`src/rtl/taillight_sequencer.sv`:
```
// taillight_sequencer: Thunderbird-style taillight controller for three LEDs per side.
// Ports:
//   in_clock      system clock, rising edge
//   reset_n       asynchronous active-low reset
//   turn_left     left turn switch (asynchronous level)
//   turn_right    right turn switch (asynchronous level)
//   hazard        hazard switch (asynchronous level)
//   brake         brake switch (asynchronous level)
//   lights_left   left LEDs, bit0 innermost
//   lights_right  right LEDs, bit0 innermost
//   phase         current state code
module taillight_sequencer #(
    parameter int DIV_COUNT = 20000000
) (
    input  logic       in_clock,
    input  logic       reset_n,
    input  logic       turn_left,
    input  logic       turn_right,
    input  logic       hazard,
    input  logic       brake,
    output logic [2:0] lights_left,
    output logic [2:0] lights_right,
    output logic [3:0] phase
);
    localparam int CNT_W = $clog2(DIV_COUNT);

    typedef enum logic [3:0] {
        IDLE   = 4'd0,
        L1     = 4'd1,
        L2     = 4'd2,
        L3     = 4'd3,
        R1     = 4'd4,
        R2     = 4'd5,
        R3     = 4'd6,
        HZ_ON  = 4'd7,
        HZ_OFF = 4'd8
    } state_t;

    state_t           state, state_next;
    logic [3:0]       sync_a, sync_b;
    logic [CNT_W-1:0] count;
    logic             tl, tr, hz, bk, tick, req_haz, req_left, req_right;
    logic [2:0]       left_next, right_next;

    assign {bk, hz, tr, tl} = sync_b;
    assign req_haz   = hz | (tl & tr);
    assign req_left  = ~req_haz & tl;
    assign req_right = ~req_haz & tr;
    assign tick      = count == CNT_W'(DIV_COUNT - 1);

    always_ff @(posedge in_clock or negedge reset_n) begin
        if (!reset_n) begin
            sync_a       <= '0;
            sync_b       <= '0;
            count        <= '0;
            state        <= IDLE;
            lights_left  <= '0;
            lights_right <= '0;
            phase        <= '0;
        end else begin
            sync_a       <= {brake, hazard, turn_right, turn_left};
            sync_b       <= sync_a;
            // restart the prescaler on leaving IDLE so the first step is full length
            count        <= (state == IDLE && state_next != IDLE) || tick ? '0 : count + 1'b1;
            state        <= state_next;
            lights_left  <= left_next;
            lights_right <= right_next;
            phase        <= state_next;
        end
    end

    always_comb begin
        state_next = state;
        case (state)
            IDLE:   state_next = req_haz ? HZ_ON : req_left ? L1 : req_right ? R1 : IDLE;
            L1:     if (tick) state_next = req_haz ? HZ_ON : req_left ? L2 : IDLE;
            L2:     if (tick) state_next = req_haz ? HZ_ON : req_left ? L3 : IDLE;
            R1:     if (tick) state_next = req_haz ? HZ_ON : req_right ? R2 : IDLE;
            R2:     if (tick) state_next = req_haz ? HZ_ON : req_right ? R3 : IDLE;
            L3, R3: if (tick) state_next = req_haz ? HZ_ON : IDLE;
            HZ_ON:  if (tick) state_next = HZ_OFF;
            HZ_OFF: if (tick) state_next = req_haz ? HZ_ON : IDLE;
            default: state_next = IDLE;
        endcase
    end

    // outputs are registered from the next state so they change with the state register
    always_comb begin
        left_next  = bk ? 3'b111 : 3'b000;
        right_next = bk ? 3'b111 : 3'b000;
        case (state_next)
            L1:     left_next  = 3'b001;
            L2:     left_next  = 3'b011;
            L3:     left_next  = 3'b111;
            R1:     right_next = 3'b001;
            R2:     right_next = 3'b011;
            R3:     right_next = 3'b111;
            HZ_ON:  {left_next, right_next} = 6'b111111;
            HZ_OFF: {left_next, right_next} = 6'b000000;
            default: ;
        endcase
    end
endmodule

```
`config.mk`:
```
export PLATFORM = sky130hd
export DESIGN_NAME = taillight_sequencer
export DESIGN_NICKNAME = d
export VERILOG_FILES = /design/src/rtl/taillight_sequencer.sv
export SDC_FILE = /design/constraint.sdc
export NUM_CORES = 1
export LEC_CHECK = 0
export ABC_AREA = 1
export BUFFER_PORTS_ARGS = -buffer_cell sky130_fd_sc_hd__buf_2
export CAP_MARGIN = 15
export CORE_MARGIN = 3
export CORE_UTILIZATION = 60
export DETAILED_ROUTE_END_ITERATION = 10
export PLACE_DENSITY = 0.79
export REMOVE_ABC_BUFFERS = 1
export SKIP_LAST_GASP = 1
export SLEW_MARGIN = 20
export SYNTH_ARGS = -nofsm -noshare
export SYNTH_HDL_FRONTEND = slang
export SYNTH_SLANG_ARGS = --single-unit
```
`constraint.sdc`:
```
create_clock -name in_clock -period 5.7 [get_ports in_clock]
set_clock_uncertainty 0.05 [all_clocks]
set_input_delay 0.285 -clock in_clock [delete_from_list [all_inputs] [get_ports in_clock]]
set_output_delay 0.285 -clock in_clock [all_outputs]
set_load 0.03 [all_outputs]
```
==> flow_summary.yaml, run 1 <==
run_status:
  run_status: "finished, final reports clean"
placement:
  dp.cells: 318
  hpwl_um: 2855
  gpl.final_weighted_congestion: 0.9421
  numPortBuffers: 15
critical_path:
  crit_path_start_kind: "flip-flop"
  arrival_ps: 2670
  criticalPathCategory: "reg2reg"
  worst-path-max-fanout: 25
  crit_path_end_kind: "flip-flop"
  worst-r2r-cell-count: 13
  required_time_reported_for_the_critical_path_endpoint_ps: 5820
final_layout:
  area_growth_pct: 7.953
  instances_no_fill: 326
  layout-drive-gt1-share_pct: 22.66
  antenna_cells: 0
  nNetsFinal: 284
floorplanning:
  core_sq_mm: 0.003716
  initial_utilization_pct: 63.50
  die_h_um: 68.72
  die-area_sq_mm: 0.004722
  placement_rows: 22
  design.portCount: 16
  die_w_um: 68.72
synthesis:
  synth_warnings: 0
  synth_fa_ha_area_share_pct: 0.5302
  synth.area.mux_share_pct: 0
  synthTopCellsByArea: "dfrtp_1 (46%), nor2_4 (11%), nand2_1 (7.6%)"
  synth-compound-area-share_pct: 1.962
  synth.distinct_cells: 24
  synth_top_area_cell: "dfrtp_1"
  post_synth.cell_area_avg_sq_um: 9.182
  synth_seq_area_share_pct: 45.60
  synth-xor-area-share_pct: 8.537
  synth_seq_cells: 43
  synthesized_netlist_cell_count: 257
  largest_family_of_logic_cells_by_synthesized_area: "simple AND/OR/NAND/NOR gates"
  synth_simple_gate_area_share_pct: 36.74
  cell_area_after_technology_mapping_sq_mm: 0.002360
  fraction_of_synthesized_cell_area_taken_by_the_top_area_cell_type_pct: 45.60
min_path:
  holdPathStages: 1
  hold_path_class: "in2reg"
cts:
  cts_tree: "built"
  cts.repair_timing.setup_buffer_count: 0
  clock_sinks: 43
  worst_setup_hold_path_clk_slew_ps: 80
  clock_tree.htree_level_count: 2
  clock_buffer_depth: 2
  postCtsHoldBufs: 0
  cts-root-buf: "clkbuf_8"
  resized_cells_post_cts: 0
  worst_skew_pair.late_latency_ps: 300
  tritoncts.num_buffers: 5
global_routing:
  pin_count_of_the_biggest_net_entering_global_routing: 44
  grt_first_pass_wirelength_um: 6844
  grt_usage_pct: 20.23
  grt_remaining_overflow: 0
  first_global_vias: 1581
  number_of_antenna_violations_at_the_first_check_in_global_routing: 0
power:
  total_leakage_power_nw: 1.198
  peakVddDrop_v: 0.0002450
  total_power_w: 0.001066
  p_per_area_mw_per_mm2: 418.6
route:
  avgRoutedWirePerCell_um: 12.28
  drt_iter0_markers: 127
  drt-vias-per-instance: 4.960
  drc_errors: 0
  drt_wl_total_um: 4003
  antenna_left: 0
  dr_total_vias: 1617
  drt-pass1-iter-count: 4
sta:
  finalHoldViolCount: 0
  post-route-min-period_ps: 2558
  fmaxAchievable_mhz: 390.9
  rsz0062_at_grt: "no"
  setup_violations: 0
  number_of_slew_limit_violations_in_the_final_report: 0
  timing.setup.tns_ps: 0
  worst_pin_slew_ps: 920.4
  layout_worst_path_cycle_share_pct: 44.88
  relSlewSlack_pct: 38.64
run:
  max_cap_violations: 0
==> cells by family (layout without fill, tap and decap cells) <==
family / count (synthesis) / after routing
xor gates and xnor gates: 23 / 23
buffers and inverters: 33 / 54
DFF: 43 / 43
AOI/OAI and AO/OA: 9 / 9
and+or+nand+nor: 148 / 148
adders and majority gates: 1 / 1
==> layout make-up <==
type,instances,area [sq um]
multi-input combinational,181,1127
inverter,31,116.4
clock inverter,3,23.77
fill,299,1169
tap,48,60.06
timing repair buffer,15,75.07
clock buffer,5,68.82
sequential,43,1076
==> where the power goes <==
part	internal, W	switching (W)	total (W)
logic	0.000129	0.000346	0.000475
clock network	0.0000876	0.000112	0.000200
registers	0.000357	0.0000344	0.000392
==> worst max-delay path, cell delays in order, from the launching register on <==
cell and delay (ps):
dfrtp_1 400, ha_1 240, nand2_2 90, nor2_4 50, nand2_4 90, nor2_8 50
nand2_4 110, nand2_1 50, o21ai_0 420, nor2_2 100, nand2_1 100, nand2_2 60
nand2_4 480, nor2_1 80
==> metrics by stage <==
stage	utilization [%]	instance area (sq um)	worst slack, ps	hold slack, ps
floorplan	-	2320	3490	-60.59
global placement	66.06	2455	3206	282.2
detailed placement	66.06	2455	3173	287.9
CTS	68.55	2547	3171	19.66
global route	68.55	2547	2964	17.58
finish	68.55	2547	3142	34.67
==> layer usage <==
layer,up-vias,track usage [%],wire length [um]
met5,-,0,0
met4,0,10.22,88
met3,7,5.835,142
met2,31,32.18,1896
met1,745,25.00,1875
li1,834,-,-
==> path summary, 6_finish.rpt <==
| kind | start | end | slack [ps] |
|---|---|---|---|
| max | count[0] | count[1] | 3140 |
| min | turn_left | sync_a[0] | 30 |
| max reg2reg | count[0] | count[1] | 3140 |
| min reg2reg | sync_a[0] | sync_b[0] | 310 |
| max in group asynchronous | reset_n | count[16] | 4970 |
| min in group asynchronous | reset_n | count[4] | 60 |
==> cell usage in the layout, fill, tap and decap left out, drive strengths merged, types with 7 or more instances in the layout <==
master	synthesis	layout
nand2	57	57
inv	31	32
nor2	59	59
nand3	16	16
xor2	18	18
buf	2	15
nor3	7	7
dfrtp	43	43
==> cell usage after synthesis (all sizes together) <==
cell,count
nor2,59
nand2,57
dfrtp,43
inv,31
xor2,18
nand3,16
nor3,7
nand4,5
o21ai,5
xnor2,5
a21oi,3
nand3b,3
buf,2
ha,1
nor4,1
o22ai,1
==> registers in the layout (all words and copies together), names as in the netlist <==
name / count
sync_a: 4
state: 4
lights_left: 3
count: 25
lights_right: 3
sync_b: 4
Power figures use the tool's default switching activity.
==> run 2: changes to the inputs <==
- CORE_UTILIZATION: 60 -> 54
- PLACE_DENSITY: 0.79 -> 0.75
- clock period: 5.7 -> 2.3 ns (I/O delays scaled with it)
==> flow_summary.yaml, run 2 (synthesis results as in run 1) <==
run_status:
  run_status: "finished, final reports clean"
power:
  total_leakage_power_nw: 1.283
  p_per_area_mw_per_mm2: 1085
  peakVddDrop_v: 0.0005265
min_path:
  hold_path_class: "reg2reg"
final_layout:
  antenna_cells: 0
  mostFrequentLayoutCell: "nand2_1"
  layout-drive-gt1-share_pct: 25.52
  nNetsFinal: 296
  highest_count_cells_in_the_layout_ignoring_fill_and_taps: "nand2_1 (48), dfrtp_1 (43), nor2_1 (32)"
  largest_register_ff_count: 25
  finalInstanceArea_sq_mm: 0.002730
  area_growth_pct: 15.69
  post-route-util_pct: 66.34
  top_register: "count"
route:
  drt_wl_total_um: 4309
  drt-vias-per-instance: 4.965
  dr_total_vias: 1688
  antenna_left: 0
  drt-pass1-iter-count: 4
  drc_errors: 0
  drt_iter0_markers: 90
  avgRoutedWirePerCell_um: 12.67
critical_path:
  cpMostUsedCell: "nand2_2"
  critical_path.max_stage_delay_ps: 410
  worst-r2r-setup-slack_ps: 110
  crit_path_start_kind: "flip-flop"
  worst-path-max-fanout: 9
  worst-r2r-cell-count: 16
  arrival_ps: 2370
  crit_chain: "ha_4 -> nand2_2 -> nor2_4 -> nand2_4 -> nor2_8 -> nand2_4 -> nand2_2 -> inv_1 -> nor2_1 -> nand2_2 -> nor2_4 -> nand2_1 -> nand2_2 -> nand2_4 -> buf_12 -> nor2_1"
  rr_endpoint: "count[24]"
  critical_path.endpoint: "count[24]"
  criticalPathCategory: "reg2reg"
  crit_path_end_kind: "flip-flop"
  crit_slowest_cell: "dfrtp_1"
  setup.worst_path.start: "count[0]"
  required_time_reported_for_the_critical_path_endpoint_ps: 2480
  rr_startpoint: "count[0]"
cts:
  clock_buffer_depth: 2
  clock_sinks: 43
  worst_skew_pair.late_latency_ps: 290
  clock_tree.htree_level_count: 2
  worst_setup_hold_path_clk_slew_ps: 80
  tritoncts.num_buffers: 5
  cts-root-buf: "clkbuf_8"
  cts_tree: "built"
global_routing:
  first_global_vias: 1665
  grt_remaining_overflow: 0
  grt_first_pass_wirelength_um: 7258
  pin_count_of_the_biggest_net_entering_global_routing: 44
  grt_usage_pct: 17.90
  number_of_antenna_violations_at_the_first_check_in_global_routing: 0
floorplanning:
  core_sq_mm: 0.004115
  placement_rows: 23
  design.portCount: 16
  die_w_um: 72.11
  die_h_um: 72.11
  die-area_sq_mm: 0.005199
  initial_utilization_pct: 57.34
sta:
  layout_worst_path_cycle_share_pct: 95.04
  timing.setup.tns_ps: 0
  fmaxAchievable_mhz: 457.5
  setup_violations: 0
  final.hold.worst_slack_ps: 305.3
  number_of_slew_limit_violations_in_the_final_report: 0
  relSlewSlack_pct: 38.83
  worst_pin_slew_ps: 917.5
  post-route-min-period_ps: 2186
  finalHoldViolCount: 0
placement:
  numPortBuffers: 15
  hpwl_um: 3117
  gpl.final_weighted_congestion: 0.9029
  placed_cell_area_sq_mm: 0.002507
run:
  max_cap_violations: 0
run 2: critical path, delay by kind of cell, from the launching register on:
| kind | cells | cell delay (ps) |
|---|---|---|
| AND/OR/NAND/NOR | 13 | 1260 |
| buffers and inverters | 2 | 230 |
| adder cells (fa/ha/maj) | 1 | 160 |
| flip-flops | 1 | 410 |
run 2: power by group:
group	internal (W)	switching, W	leakage, nW
clock network	0.000323	0.000261	0.0581
registers	0.000885	0.0000939	0.556
logic	0.000482	0.000916	0.669
run 2: metrics by stage:
step,setup WS [ps],power [W],std cells
6_report,114.1,0.002961,340
5_1_grt,-31.57,0.003153,340
3_5_place_dp,51.94,0.002289,325
2_1_floorplan,89.61,0.001911,255
3_3_place_gp,117.4,0.002269,325
4_1_cts,25.75,0.002885,338
run 2: repair_timing:
item                       CTS  global route
hold buffers                 5             0
hold endpoints to repair    47             0
resized for setup            0            10
setup endpoints to repair    0            23
buffers inserted             0             2
run 2: worst min-delay path by stage:
stage / start / to / slack (ps) / depth (start not counted)
3_3_place_gp: brake / sync_a[3] / 170 / 1
4_1_cts: sync_a[3] / sync_b[3] / 310 / 0
6_report: sync_a[1] / sync_b[1] / 310 / 0
2_1_floorplan: reset_n / count[0] / -230 / 0
5_1_grt: sync_a[3] / sync_b[3] / 310 / 0
3_5_place_dp: turn_right / sync_a[1] / 170 / 1
run 2: routing by layer:
metal | wire, um | global-route usage, % | share of wire, %
met5 | 0 | 0 | 0
met4 | 29 | 6.472 | 0.67
met3 | 133 | 4.155 | 3.1
met2 | 2158 | 28.92 | 50
met1 | 1987 | 23.56 | 46
run 2: cell type report:
class                           count  area, sq um
Timing Repair Buffer               27        201.4
Clock inverter                      3        43.79
Sequential cell                    43         1076
Inverter                           31        116.4
Multi-Input combinational cell    181         1161
Clock buffer                        5        68.82
Fill cell                         339         1385
Tap cell                           50        62.56
==> run 3: changes to the inputs <==
- ABC_AREA: 1 -> not set
- CORE_UTILIZATION: 54 -> 53
- PLACE_DENSITY: 0.75 -> 0.74
==> flow_summary.yaml, run 3 <==
route:
  drt_wl_total_um: 5227
  drt-vias-per-instance: 5.707
  drt-pass1-iter-count: 4
  drc_errors: 0
  drt_iter0_markers: 131
  dr_total_vias: 1929
  avgRoutedWirePerCell_um: 15.46
  antenna_left: 0
floorplanning:
  die-area_sq_mm: 0.004962
  placement_rows: 22
  initial_utilization_pct: 57.52
  core_sq_mm: 0.003826
  design.portCount: 16
  die_h_um: 70.44
  die_w_um: 70.44
sta:
  post-route-min-period_ps: 2441
  finalHoldViolCount: 0
  layout_worst_path_cycle_share_pct: 106.1
  setup_violations: 25
  fmaxAchievable_mhz: 409.7
  worst_slack_ps: -140.8
  timing.setup.tns_ps: -2568
  number_of_slew_limit_violations_in_the_final_report: 0
  final.hold.worst_slack_ps: 300.7
  worst_pin_slew_ps: 922.5
  rsz0062_at_grt: "yes"
  relSlewSlack_pct: 38.50
run:
  max_cap_violations: 0
critical_path:
  worst-path-max-fanout: 6
  crit_path_start_kind: "flip-flop"
  arrival_ps: 2620
  crit_chain: "or4b_4 -> nor4_4 -> buf_4 -> mux2_4 -> o31a_4 -> or2_4 -> nor2_1"
  worst-r2r-cell-count: 7
  criticalPathCategory: "reg2reg"
  crit_slowest_cell: "or4b_4"
  required_time_reported_for_the_critical_path_endpoint_ps: 2480
  critical_path.max_stage_delay_ps: 550
  crit_path_end_kind: "flip-flop"
final_layout:
  area_growth_pct: 32.06
  instances_no_fill: 338
  antenna_cells: 0
  layout-drive-gt1-share_pct: 35.17
  highest_count_cells_in_the_layout_ignoring_fill_and_taps: "dfrtp_1 (42), buf_4 (35), nor2_1 (32)"
  nNetsFinal: 296
  top_register: "count"
  largest_register_ff_count: 25
  mostFrequentLayoutCell: "dfrtp_1"
min_path:
  hold_path_class: "reg2reg"
  holdPathStages: 0
cts:
  clock_sinks: 43
  worst_skew_pair.late_latency_ps: 300
  tritoncts.num_buffers: 5
  worst_setup_hold_path_clk_slew_ps: 80
  cts-root-buf: "clkbuf_8"
  clock_tree.htree_level_count: 2
  clock_buffer_depth: 2
  cts_tree: "built"
synthesis:
  synth_top_area_cell: "dfrtp_1"
  dominant_cell_by_count_in_the_synthesized_netlist: "dfrtp_1"
  synthesized_netlist_cell_count: 229
  synthTopCellsByArea: "dfrtp_1 (49%), nor2_1 (7.2%), xor2_1 (5.6%)"
  async_flop_share_pct: 100.0
  synth_seq_area_share_pct: 48.89
  synth_edf_count: 0
  ys_dominant_reg_cell: "dfrtp_1"
  yosys-top-cells-count: "dfrtp_1 (43), nor2_1 (42), nand2_1 (14), xor2_1 (14)"
  synth.distinct_cells: 50
  synth_seq_cells: 43
  post_synth.cell_area_avg_sq_um: 9.611
  fraction_of_synthesized_cell_area_taken_by_the_top_area_cell_type_pct: 48.89
  synth_warnings: 0
  cell_area_after_technology_mapping_sq_mm: 0.002201
placement:
  placement.setup.worst_slack_ps: -382.2
  dp.cells: 320
  gpl.final_weighted_congestion: 0.8447
  hpwl_um: 3274
  numPortBuffers: 15
power:
  total_power_w: 0.002459
  peakVddDrop_v: 0.0006727
  p_per_area_mw_per_mm2: 845.9
  total_leakage_power_nw: 1.305
global_routing:
  pin_count_of_the_biggest_net_entering_global_routing: 44
  grt_usage_pct: 22.07
  grt_remaining_overflow: 0
  grt_first_pass_wirelength_um: 8631
  number_of_antenna_violations_at_the_first_check_in_global_routing: 0
  first_global_vias: 1897
run_status:
  run_status: "finished, violations left"
  failed_checks: "negative setup slack"
run 3: cell count changes in the layout (fill, tap and decap cells not counted), moves of 7 or more:
cell and change:
inv_1 -19, buf_4 +31, nand3_1 -7, nor2_4 -22, and3_1 +7, nand2_1 -34
run 3: logic make-up after synthesis:
logic type	share of synthesized area, %
muxes	0.9664
DFF	48.89
and+or+nand+nor	27.35
adders and majority gates	0.5684
buffers and inverters	3.183
AOI/OAI and AO/OA	10.29
xor gates and xnor gates	8.755
run 3: path summary, 6_finish.rpt:
path | from | endpoint | slack [ps]
min reg2reg | sync_a[3] | sync_b[3] | 300
min | sync_a[3] | sync_b[3] | 300
max in group asynchronous | reset_n | state[2] | 1130
max reg2reg | count[17] | count[5] | -140
min in group asynchronous | reset_n | sync_b[1] | 420
max | count[17] | count[5] | -140
run 3: power by group:
group,internal (W),switching [W]
clock,0.000273,0.000266
sequential,0.000887,0.0000760
combinational,0.000425,0.000531
total,0.00159,0.000873
run 3: cell type report:
cell class / instances / area (sq um)
flip-flops and latches: 43 / 1077
fillers: 291 / 919.6
multi-input cells: 171 / 1199
clock buffers: 7 / 96.34
inverters: 9 / 33.78
well taps: 48 / 60.06
repair buffers: 59 / 432.9
clock inverters: 1 / 7.507
run 3: repair_timing:
item / in CTS / in global routing
gates cloned: 1 / 0
hold buffers: 5 / 0
pin swaps: 9 / 17
gates resized for setup: 16 / 22
setup buffers: 3 / 3
endpoints found under the setup margin: 29 / 31
endpoints found under the hold margin: 47 / 0
run 3: stage by stage:
stage | area, sq um | util [%]
CTS | 2810 | 73.45
floorplan | 2165 | -
global placement | 2562 | 66.97
finish | 2907 | 75.96
detailed placement | 2562 | 66.97
global route | 2907 | 75.96
run 3: worst max-delay path: cells and delay by family, from the launching register on:
kind            cells  cell delay, ps
simple gates        4            1190
flops               1             390
mux                 1             300
compound gates      1             280
buf+inv             1             160
run 3: routing by layer:
layer	vias to the layer above	part of all wire (%)	GRT usage, %
li1	913	-	-
met1	931	41	26.15
met2	72	51	36.59
met3	13	5.4	6.043
met4	0	2.2	10.85
met5	-	0	0
